### config.mk
export PLATFORM = sky130hd
export DESIGN_NAME = ex_operand_stage
export DESIGN_NICKNAME = d
export VERILOG_FILES = /design/src/rtl/cpu_pkg.sv /design/src/rtl/fwd_mux.sv /design/src/rtl/ex_operand_stage.sv
export SDC_FILE = /design/constraint.sdc
export NUM_CORES = 1
export LEC_CHECK = 0
export ABC_AREA = 1
export BUFFER_PORTS_ARGS = -buffer_cell sky130_fd_sc_hd__buf_2
export CAP_MARGIN = 40
export CORE_ASPECT_RATIO = 0.75
export CORE_UTILIZATION = 49
export CTS_CLUSTER_SIZE = 14
export DETAILED_ROUTE_END_ITERATION = 7
export HOLD_SLACK_MARGIN = 0.15
export PLACE_DENSITY = 0.8
export SLEW_MARGIN = 20
export SYNTH_ARGS = -nofsm -noshare
export SYNTH_HDL_FRONTEND = slang
export SYNTH_SLANG_ARGS = --single-unit
export TNS_END_PERCENT = 100
### constraint.sdc
create_clock -name clk -period 2 [get_ports clk]
set_input_delay 0.1 -clock clk [delete_from_list [all_inputs] [get_ports clk]]
set_output_delay 0.1 -clock clk [all_outputs]
set_load 0.01 [all_outputs]
### src/rtl/cpu_pkg.sv
// Shared datapath widths, ALU opcodes and the EX-register layout for the
// decode/execute slice of the 16-bit core.
package cpu_pkg;

  localparam int DATA_W = 16;
  localparam int REG_AW = 3;
  localparam int CTRL_W = 3;

  localparam logic [CTRL_W-1:0] ALU_ADD  = 3'b000;
  localparam logic [CTRL_W-1:0] ALU_SUB  = 3'b001;
  localparam logic [CTRL_W-1:0] ALU_AND  = 3'b010;
  localparam logic [CTRL_W-1:0] ALU_OR   = 3'b011;
  localparam logic [CTRL_W-1:0] ALU_SLTI = 3'b100;

  typedef struct packed {
    logic              valid;
    logic [REG_AW-1:0] rs;
    logic [REG_AW-1:0] rt;
    logic [DATA_W-1:0] rs_data;
    logic [DATA_W-1:0] rt_data;
    logic [DATA_W-1:0] imm;
    logic              use_imm;
    logic [CTRL_W-1:0] alu_control;
    logic [REG_AW-1:0] rd;
    logic              reg_write;
    logic              mem_read;
  } ex_reg_t;

  // True when a writer of rd collides with a source of the decoded instruction;
  // r0 never carries a dependency and rt is ignored for immediate forms.
  function automatic logic rd_hits(input logic [REG_AW-1:0] rd,
                                   input logic              we,
                                   input logic [REG_AW-1:0] rs,
                                   input logic [REG_AW-1:0] rt,
                                   input logic              use_imm);
    return we && (rd != '0) && ((rd == rs) || (!use_imm && (rd == rt)));
  endfunction

endpackage

### src/rtl/fwd_mux.sv
// Per-operand bypass selector: youngest producer (EX/MEM) wins over MEM/WB,
// otherwise the value read from the register file at decode is kept.
module fwd_mux
  import cpu_pkg::*;
(
  input  logic [REG_AW-1:0] src,
  input  logic [DATA_W-1:0] reg_data,
  input  logic              exm_reg_write,
  input  logic              exm_mem_read,
  input  logic [REG_AW-1:0] exm_rd,
  input  logic [DATA_W-1:0] exm_result,
  input  logic              wb_reg_write,
  input  logic [REG_AW-1:0] wb_rd,
  input  logic [DATA_W-1:0] wb_data,
  output logic [DATA_W-1:0] operand
);

  // A load in EX/MEM has no data yet, so it is never a bypass source.
  always_comb begin
    operand = reg_data;
    if (exm_reg_write && !exm_mem_read && (exm_rd != '0) && (exm_rd == src))
      operand = exm_result;
    else if (wb_reg_write && (wb_rd != '0) && (wb_rd == src))
      operand = wb_data;
  end

endmodule

### src/rtl/ex_operand_stage.sv
// ID/EX register feeding the ALU, with hazard stalls, flushes and operand
// bypassing. Define FORWARDING_EN for bypass muxes; otherwise RAW hazards stall.
module ex_operand_stage
  import cpu_pkg::*;
(
  input  logic              clk,
  input  logic              rst_n,
  input  logic              id_valid,
  output logic              id_ready,
  input  logic [REG_AW-1:0] id_rs,
  input  logic [REG_AW-1:0] id_rt,
  input  logic [DATA_W-1:0] id_rs_data,
  input  logic [DATA_W-1:0] id_rt_data,
  input  logic [DATA_W-1:0] id_imm,
  input  logic              id_use_imm,
  input  logic [CTRL_W-1:0] id_alu_control,
  input  logic [REG_AW-1:0] id_rd,
  input  logic              id_reg_write,
  input  logic              id_mem_read,
  input  logic              mem_stall,
  input  logic              ex_flush,
  input  logic              exm_reg_write,
  input  logic              exm_mem_read,
  input  logic [REG_AW-1:0] exm_rd,
  input  logic [DATA_W-1:0] exm_result,
  input  logic              wb_reg_write,
  input  logic [REG_AW-1:0] wb_rd,
  input  logic [DATA_W-1:0] wb_data,
  output logic              ex_valid,
  output logic [DATA_W-1:0] op_a,
  output logic [DATA_W-1:0] op_b,
  output logic [CTRL_W-1:0] alu_control,
  output logic [REG_AW-1:0] ex_rd,
  output logic              ex_reg_write,
  output logic              ex_mem_read,
  output logic [15:0]       hazard_stalls
);

  ex_reg_t           ex_q;
  ex_reg_t           id_entry;
  logic              flush_pend;
  logic              flush_eff;
  logic              hazard;
  logic [DATA_W-1:0] fwd_a;
  logic [DATA_W-1:0] fwd_b;

  assign id_entry = '{valid: 1'b1, rs: id_rs, rt: id_rt, rs_data: id_rs_data,
                      rt_data: id_rt_data, imm: id_imm, use_imm: id_use_imm,
                      alu_control: id_alu_control, rd: id_rd,
                      reg_write: id_reg_write, mem_read: id_mem_read};

  assign flush_eff = ex_flush | flush_pend;

`ifdef FORWARDING_EN
  assign hazard = rd_hits(ex_q.rd, ex_q.valid && ex_q.mem_read, id_rs, id_rt, id_use_imm);

  fwd_mux u_fwd_a (
    .src(ex_q.rs), .reg_data(ex_q.rs_data),
    .exm_reg_write(exm_reg_write), .exm_mem_read(exm_mem_read),
    .exm_rd(exm_rd), .exm_result(exm_result),
    .wb_reg_write(wb_reg_write), .wb_rd(wb_rd), .wb_data(wb_data),
    .operand(fwd_a)
  );

  fwd_mux u_fwd_b (
    .src(ex_q.rt), .reg_data(ex_q.rt_data),
    .exm_reg_write(exm_reg_write), .exm_mem_read(exm_mem_read),
    .exm_rd(exm_rd), .exm_result(exm_result),
    .wb_reg_write(wb_reg_write), .wb_rd(wb_rd), .wb_data(wb_data),
    .operand(fwd_b)
  );
`else
  // Without bypassing, wait until the producer has retired into the register file.
  assign hazard = rd_hits(ex_q.rd, ex_q.valid && ex_q.reg_write, id_rs, id_rt, id_use_imm)
                | rd_hits(exm_rd, exm_reg_write, id_rs, id_rt, id_use_imm)
                | rd_hits(wb_rd, wb_reg_write, id_rs, id_rt, id_use_imm);

  assign fwd_a = ex_q.rs_data;
  assign fwd_b = ex_q.rt_data;

  logic unused_fwd_inputs;
  assign unused_fwd_inputs = ^{exm_mem_read, exm_result, wb_data, ex_q.rs, ex_q.rt};
`endif

  // A flush overrides the hazard: the decode slot is being discarded anyway.
  assign id_ready = !mem_stall && (flush_eff || !hazard);

  always_ff @(posedge clk or negedge rst_n) begin
    if (!rst_n) begin
      ex_q          <= '0;
      flush_pend    <= 1'b0;
      hazard_stalls <= '0;
    end else begin
      if (!mem_stall) begin
        flush_pend <= 1'b0;
        if (id_valid && id_ready && !flush_eff)
          ex_q <= id_entry;
        else
          ex_q <= '0;
      end else if (ex_flush) begin
        flush_pend <= 1'b1;
      end
      if (id_valid && !id_ready && !mem_stall && (hazard_stalls != 16'hFFFF))
        hazard_stalls <= hazard_stalls + 16'd1;
    end
  end

  assign ex_valid     = ex_q.valid;
  assign alu_control  = ex_q.alu_control;
  assign ex_rd        = ex_q.rd;
  assign ex_reg_write = ex_q.reg_write;
  assign ex_mem_read  = ex_q.mem_read;
  assign op_a         = ex_q.valid ? fwd_a : '0;
  assign op_b         = !ex_q.valid ? '0 : (ex_q.use_imm ? ex_q.imm : fwd_b);

endmodule

==> flow_summary.ini, run 1 <==
[run_status]
outcome = finished clean

[min_path]
hold_path.class = input port to flip-flop

[sta]
worst_slew_pin_slew_ps = 610.6
maxSlewViolCount = 0
finalSetupViolCount = 0
period_share_pct = 92.82
relSlewSlack_pct = 59.29
finalHoldViolCount = 0
finalClockSkew_ps = 5.676
setup_tns_ps = 0
final.min_clock_period_ps = 1856
fmaxAchievable_mhz = 538.7
rsz0062_at_grt = no

[floorplanning]
initial_core_util_pct = 51.13
fp-row-count = 28
die-area_um2 = 8671
coreArea_um2 = 7953
die_h_um = 80.90
boundaryPins = 167
die_width_um = 107.2

[synth]
synthSimpleGateAreaFrac_pct = 38.89
yosysSeqAreaShare_pct = 46.15
synth-xor-area-share_pct = 3.446
syn_area_per_cell_um2 = 7.210
synth_nets = 674
synth_top_family_by_area = simple AND/OR/NAND/NOR gates
yosys-mux-area-fraction_pct = 0
synth_compound_area_share_pct = 2.646
synth_cell_types = 26
ys_warn_count = 0
netlist_area_um2 = 4066
yosys.area_share.adder_pct = 0.3077
post_synth_inst_count = 564
synth_seq_cells = 75

[setup_path]
criticalPathCategory = flip-flop to primary output
cp.buffers_inverters = 2
cp.arrival_ps = 1760
slowest_delay_ps = 450
endpoint_kind = primary output
path_cells = inv_1 -> nand2_1 -> nand2_1 -> nor2_1 -> nand2_1 -> nand2_1 -> nand2_2 -> nand3_4 -> a21oi_2 -> buf_2
crit_top_cell = nand2_1
cpMaxStageDelayCell = dfrtp_1
critPathLaunchType = flip-flop
cp_top_family = simple AND/OR/NAND/NOR gates
cp_data_required_time_ps = 1900
path_max_fanout = 11

[placement]
port_buffers = 133
dpl-instance-area_um2 = 4797
hpwlAfterDp_um = 7258
place_congestion = 0.9340

[clock_tree]
clockRootBuffer = clkbuf_8
cts.sinks = 75
clock_latency_ps = 340
numCtsBuffers = 9
postCtsSetupBuffers = 0
cts_tree = done
cts.clk_slew.worst_paths_ps = 80
cts_buffer_depth = 2
cts-htree-levels = 3

[global_route]
grt_start_max_net_pins = 60
antenna_found_initial = 0
grt_pass1_vias = 4153
overflow = 0
grt_pass1_wl_um = 18830
grt_util_all_layers_pct = 27.90

[finish]
drive_above_1_share_pct = 22.74
layout_commonest_cell = nand2_1
syn2layout_area_growth_pct = 38.52
num_antenna_cells = 0
final_area_um2 = 5633
layout_common_cells = nand2_1, buf_2, nand3_1
nets = 857
final.fill_count = 608

[flow_run]
max_cap_viol_count = 0

[drt]
route.detailed.drc = 0
drtIter0Drc = 336
avgRoutedWirePerCell_um = 13.79
vias = 4374
viasPerCell = 5.104
ant_nets = 0
firstDrtPassIters = 7
wirelength_um = 11820

[power_and_ir_drop]
powerDensity_nw_per_um2 = 628.3
power_leakage_nw = 3.387
irDropWorstVdd_v = 0.0004141
==> cell families (layout without fill, tap and decap cells) <==
family	after synthesis	count (layout)
and+or+nand+nor	379	379
DFF	75	75
buffers and inverters	72	260
AOI/OAI and AO/OA	21	21
xor gates and xnor gates	16	16
adders and majority gates	1	1
==> report_power, final <==
group	internal, mW	switching [mW]
sequential	1.59	0.0441
clock	0.739	0.553
combinational	0.273	0.344
==> metrics by stage <==
step                      utilization [%]  cells  total power, mW  setup slack (ps)  hold slack (ps)
after floorplan                         -    564            1.929             256.9           -195.6
after global routing                70.83    857            3.693             22.05            226.3
after global placement              60.32    781            2.156             67.22            104.1
after detailed placement            60.32    781            2.172            -37.54            105.6
after CTS                           70.78    857            3.558             88.11            194.0
final                               70.83    857            3.539             143.6            217.9
==> worst paths after layout <==
| kind | from | slack, ps | cells past startpoint | to |
|---|---|---|---|---|
| max | ex_rd[2] | 140 | 10 | id_ready |
| min reg2reg | fwd_b[10] | 480 | 2 | fwd_b[10] |
| min | id_valid | 220 | 3 | ex_valid |
| max in group asynchronous | rst_n | 1130 | 3 | ex_q[11] |
| min in group asynchronous | rst_n | 280 | 2 | fwd_b[9] |
| max reg2reg | hazard_stalls[0] | 210 | 9 | hazard_stalls[6] |
==> Yosys cell counts (all sizes together) <==
cell type	number	area share (%)
nand4	4	0.62
xnor2	12	2.6
inv	39	3.6
nand2	232	22
nand3b	1	0.18
buf	18	3.3
dfrtp	75	46
a21oi	2	0.25
clkbuf	15	1.6
nand3	83	10
ha	1	0.31
nor2	58	5.8
xor2	4	0.86
o21ai	17	2.1
nor3	1	0.12
a31oi	2	0.31
==> state kept, by name, summed over array words and instances, names as in the netlist <==
signal / cells
ex_rd: 3
ex_valid: 1
hazard_stalls: 16
fwd_a: 16
ex_reg_write: 1
ex_mem_read: 1
fwd_b: 16
ex_q: 17
alu_control: 3
flush_pend: 1
==> worst register-to-register path: cells and delay by family (launching register included) <==
| family | cells | cell delay, ps |
|---|---|---|
| adder cells (fa/ha/maj) | 1 | 240 |
| AND/OR/NAND/NOR | 8 | 1050 |
| flip-flops | 1 | 390 |
==> timing repair <==
item                                    4_1_cts  5_1_grt
cloned                                        0        0
pin swaps                                     0        0
hold buffers                                 60        0
endpoints found under the hold margin       127        0
gates resized for setup                       2        1
endpoints found under the setup margin       17        1
==> routing by layer <==
metal	up-vias	wire, um	global-route usage, %
met4	0	213	10.96
met3	24	642	5.217
met5	-	0	0
met2	175	5788	48.90
met1	2061	5176	34.47
li1	2114	-	-
==> layout make-up <==
class                           instances  area [um2]  share of cell area [%]
Sequential cell                        75        1877                   33.32
Multi-Input combinational cell        417        1863                   33.07
Timing Repair Buffer                  205        1396                   24.79
Inverter                               39       146.4                   2.599
Clock buffer                           12       145.1                   2.577
Tap cell                              105       131.4                   2.332
Clock inverter                          4       73.82                   1.311
(Power assumes the default switching activity.)
==> run 2, diff against run 1 <==
--- a/config.mk
+++ b/config.mk
@@ -14,6 +14,7 @@
 export DETAILED_ROUTE_END_ITERATION = 7
 export HOLD_SLACK_MARGIN = 0.15
 export PLACE_DENSITY = 0.8
+export RECOVER_POWER = 50
 export SLEW_MARGIN = 20
 export SYNTH_ARGS = -nofsm -noshare
 export SYNTH_HDL_FRONTEND = slang
==> run 2 against run 1 <==
Effect of this change: critical path type unchanged; non-clock buffer count unchanged; combinational power down 3%; via count decreased by 0.53%; first-iteration DRC count up 6.5%; clock skew rose by 0.64 ps; worst hold slack better by 2.5 ps; fmax shrank 0.27%.
==> flow_summary.ini, run 2 (same netlist as run 1, synthesis figures left out) <==
[drt]
ant_nets = 0
m1WireLength_um = 5175
route.detailed.drc = 0
wirelength_um = 11840
topRoutingLayerUsed = met4
vias = 4351
avgRoutedWirePerCell_um = 13.81
viasPerCell = 5.077
met2WireLength_um = 5751
drtIter0Drc = 358
dr_wl_met3_um = 675
firstDrtPassIters = 8

[floorplanning]
die-area_um2 = 8671
coreArea_um2 = 7953
boundaryPins = 167
initial_core_util_pct = 51.13
die_width_um = 107.2
die_h_um = 80.90
fp-row-count = 28

[sta]
finalHoldViolCount = 0
period_share_pct = 93.07
setup_tns_ps = 0
setup_slack_ps = 138.6
final.min_clock_period_ps = 1861
fmaxAchievable_mhz = 537.2
relSlewSlack_pct = 36.07
maxSlewViolCount = 0
worst_slew_pin_slew_ps = 959.0
rsz0062_at_grt = no
finalClockSkew_ps = 6.315
finalSetupViolCount = 0

[global_route]
grt_start_max_net_pins = 60
antenna_found_initial = 0
grt_util_all_layers_pct = 27.90
overflow = 0
grt_pass1_vias = 4153
grt_pass1_wl_um = 18830

[placement]
hpwlAfterDp_um = 7258
dp_worst_setup_slack_ps = -37.54
port_buffers = 133
place_congestion = 0.9340
dpl-instance-area_um2 = 4797

[setup_path]
cp.arrival_ps = 1760
crit_end = id_ready
criticalPathCategory = flip-flop to primary output
r2r_cells = 8
r2r_end = hazard_stalls[15]
cp_data_required_time_ps = 1900
cp-startpoint = ex_rd[2]
endpoint_kind = primary output
reg2reg_from = hazard_stalls[0]
path_max_fanout = 11
critPathLaunchType = flip-flop
r2r_slack_ps = 200

[flow_run]
max_cap_viol_count = 0

[finish]
layout_common_cells = nand2_1, buf_2, nand3_1
largest_reg_flops = 17
num_antenna_cells = 0
final_area_um2 = 5580
post-route-util_pct = 70.17
syn2layout_area_growth_pct = 37.23
layout_commonest_cell = nand2_1
nets = 857
drive_above_1_share_pct = 19.28
largest_register = ex_q

[clock_tree]
cts-htree-levels = 3
cts.clk_slew.worst_paths_ps = 80
cts_tree = done
cts_buffer_depth = 2
numCtsBuffers = 9
clock_latency_ps = 340
cts.sinks = 75
clockRootBuffer = clkbuf_8

[min_path]
hold_path.class = input port to flip-flop
worstHoldPathCells = 3

[power_and_ir_drop]
irDropWorstVdd_v = 0.0004148
power_leakage_nw = 3.270
powerDensity_nw_per_um2 = 631.1
p_total_mw = 3.522

[run_status]
outcome = finished clean
run 2: cell count changes in the layout (fill, tap and decap cells not counted), sizes merged:
cell    previous run  this run
buf              145       117
clkbuf            12        40
run 2: routing by layer:
metal	vias to the layer above	GRT usage, %
li1	2115	-
met1	2033	34.47
met2	173	48.90
met3	30	5.217
met4	0	10.96
met5	-	0
run 2: final cells by class:
class	count	area, um2
Clock buffer	12	145.1
Clock inverter	4	73.82
Fill cell	624	2372
Inverter	39	146.4
Multi-Input combinational cell	417	1863
Sequential cell	75	1877
Tap cell	105	131.4
Timing Repair Buffer	205	1344
run 2: how the worst min path moves through the flow:
stage,from,end
after floorplan,rst_n,alu_control[0]
after global placement,rst_n,fwd_b[9]
after detailed placement,rst_n,ex_q[16]
after CTS,id_valid,ex_valid
after global routing,id_valid,ex_valid
final,id_valid,ex_valid
run 2: where the power goes:
| group | internal [mW] | switching, mW | total (mW) |
|---|---|---|---|
| sequential | 1.59 | 0.0441 | 1.63 |
| clock | 0.739 | 0.553 | 1.29 |
| combinational | 0.256 | 0.343 | 0.599 |
run 2: repair_timing:
action	CTS	global route
setup buffers	0	0
resized for setup	2	1
setup endpoints to repair	17	1
hold buffers	60	0
hold endpoints to repair	127	0
run 2: worst max-delay path, cell delays in order, from the launching register on:
cell	delay, ps
dfrtp_1	450
inv_1	100
nand2_1	50
nand2_1	70
nor2_1	40
nand2_1	50
nand2_1	60
nand2_2	80
nand3_4	170
a21oi_2	190
buf_2	150
run 2: metrics by stage:
| step | hold slack (ps) | instances |
|---|---|---|
| after floorplan | -195.6 | 564 |
| after global placement | 104.1 | 781 |
| after detailed placement | 105.6 | 781 |
| after CTS | 194.0 | 857 |
| after global routing | 226.3 | 857 |
| final | 220.4 | 857 |
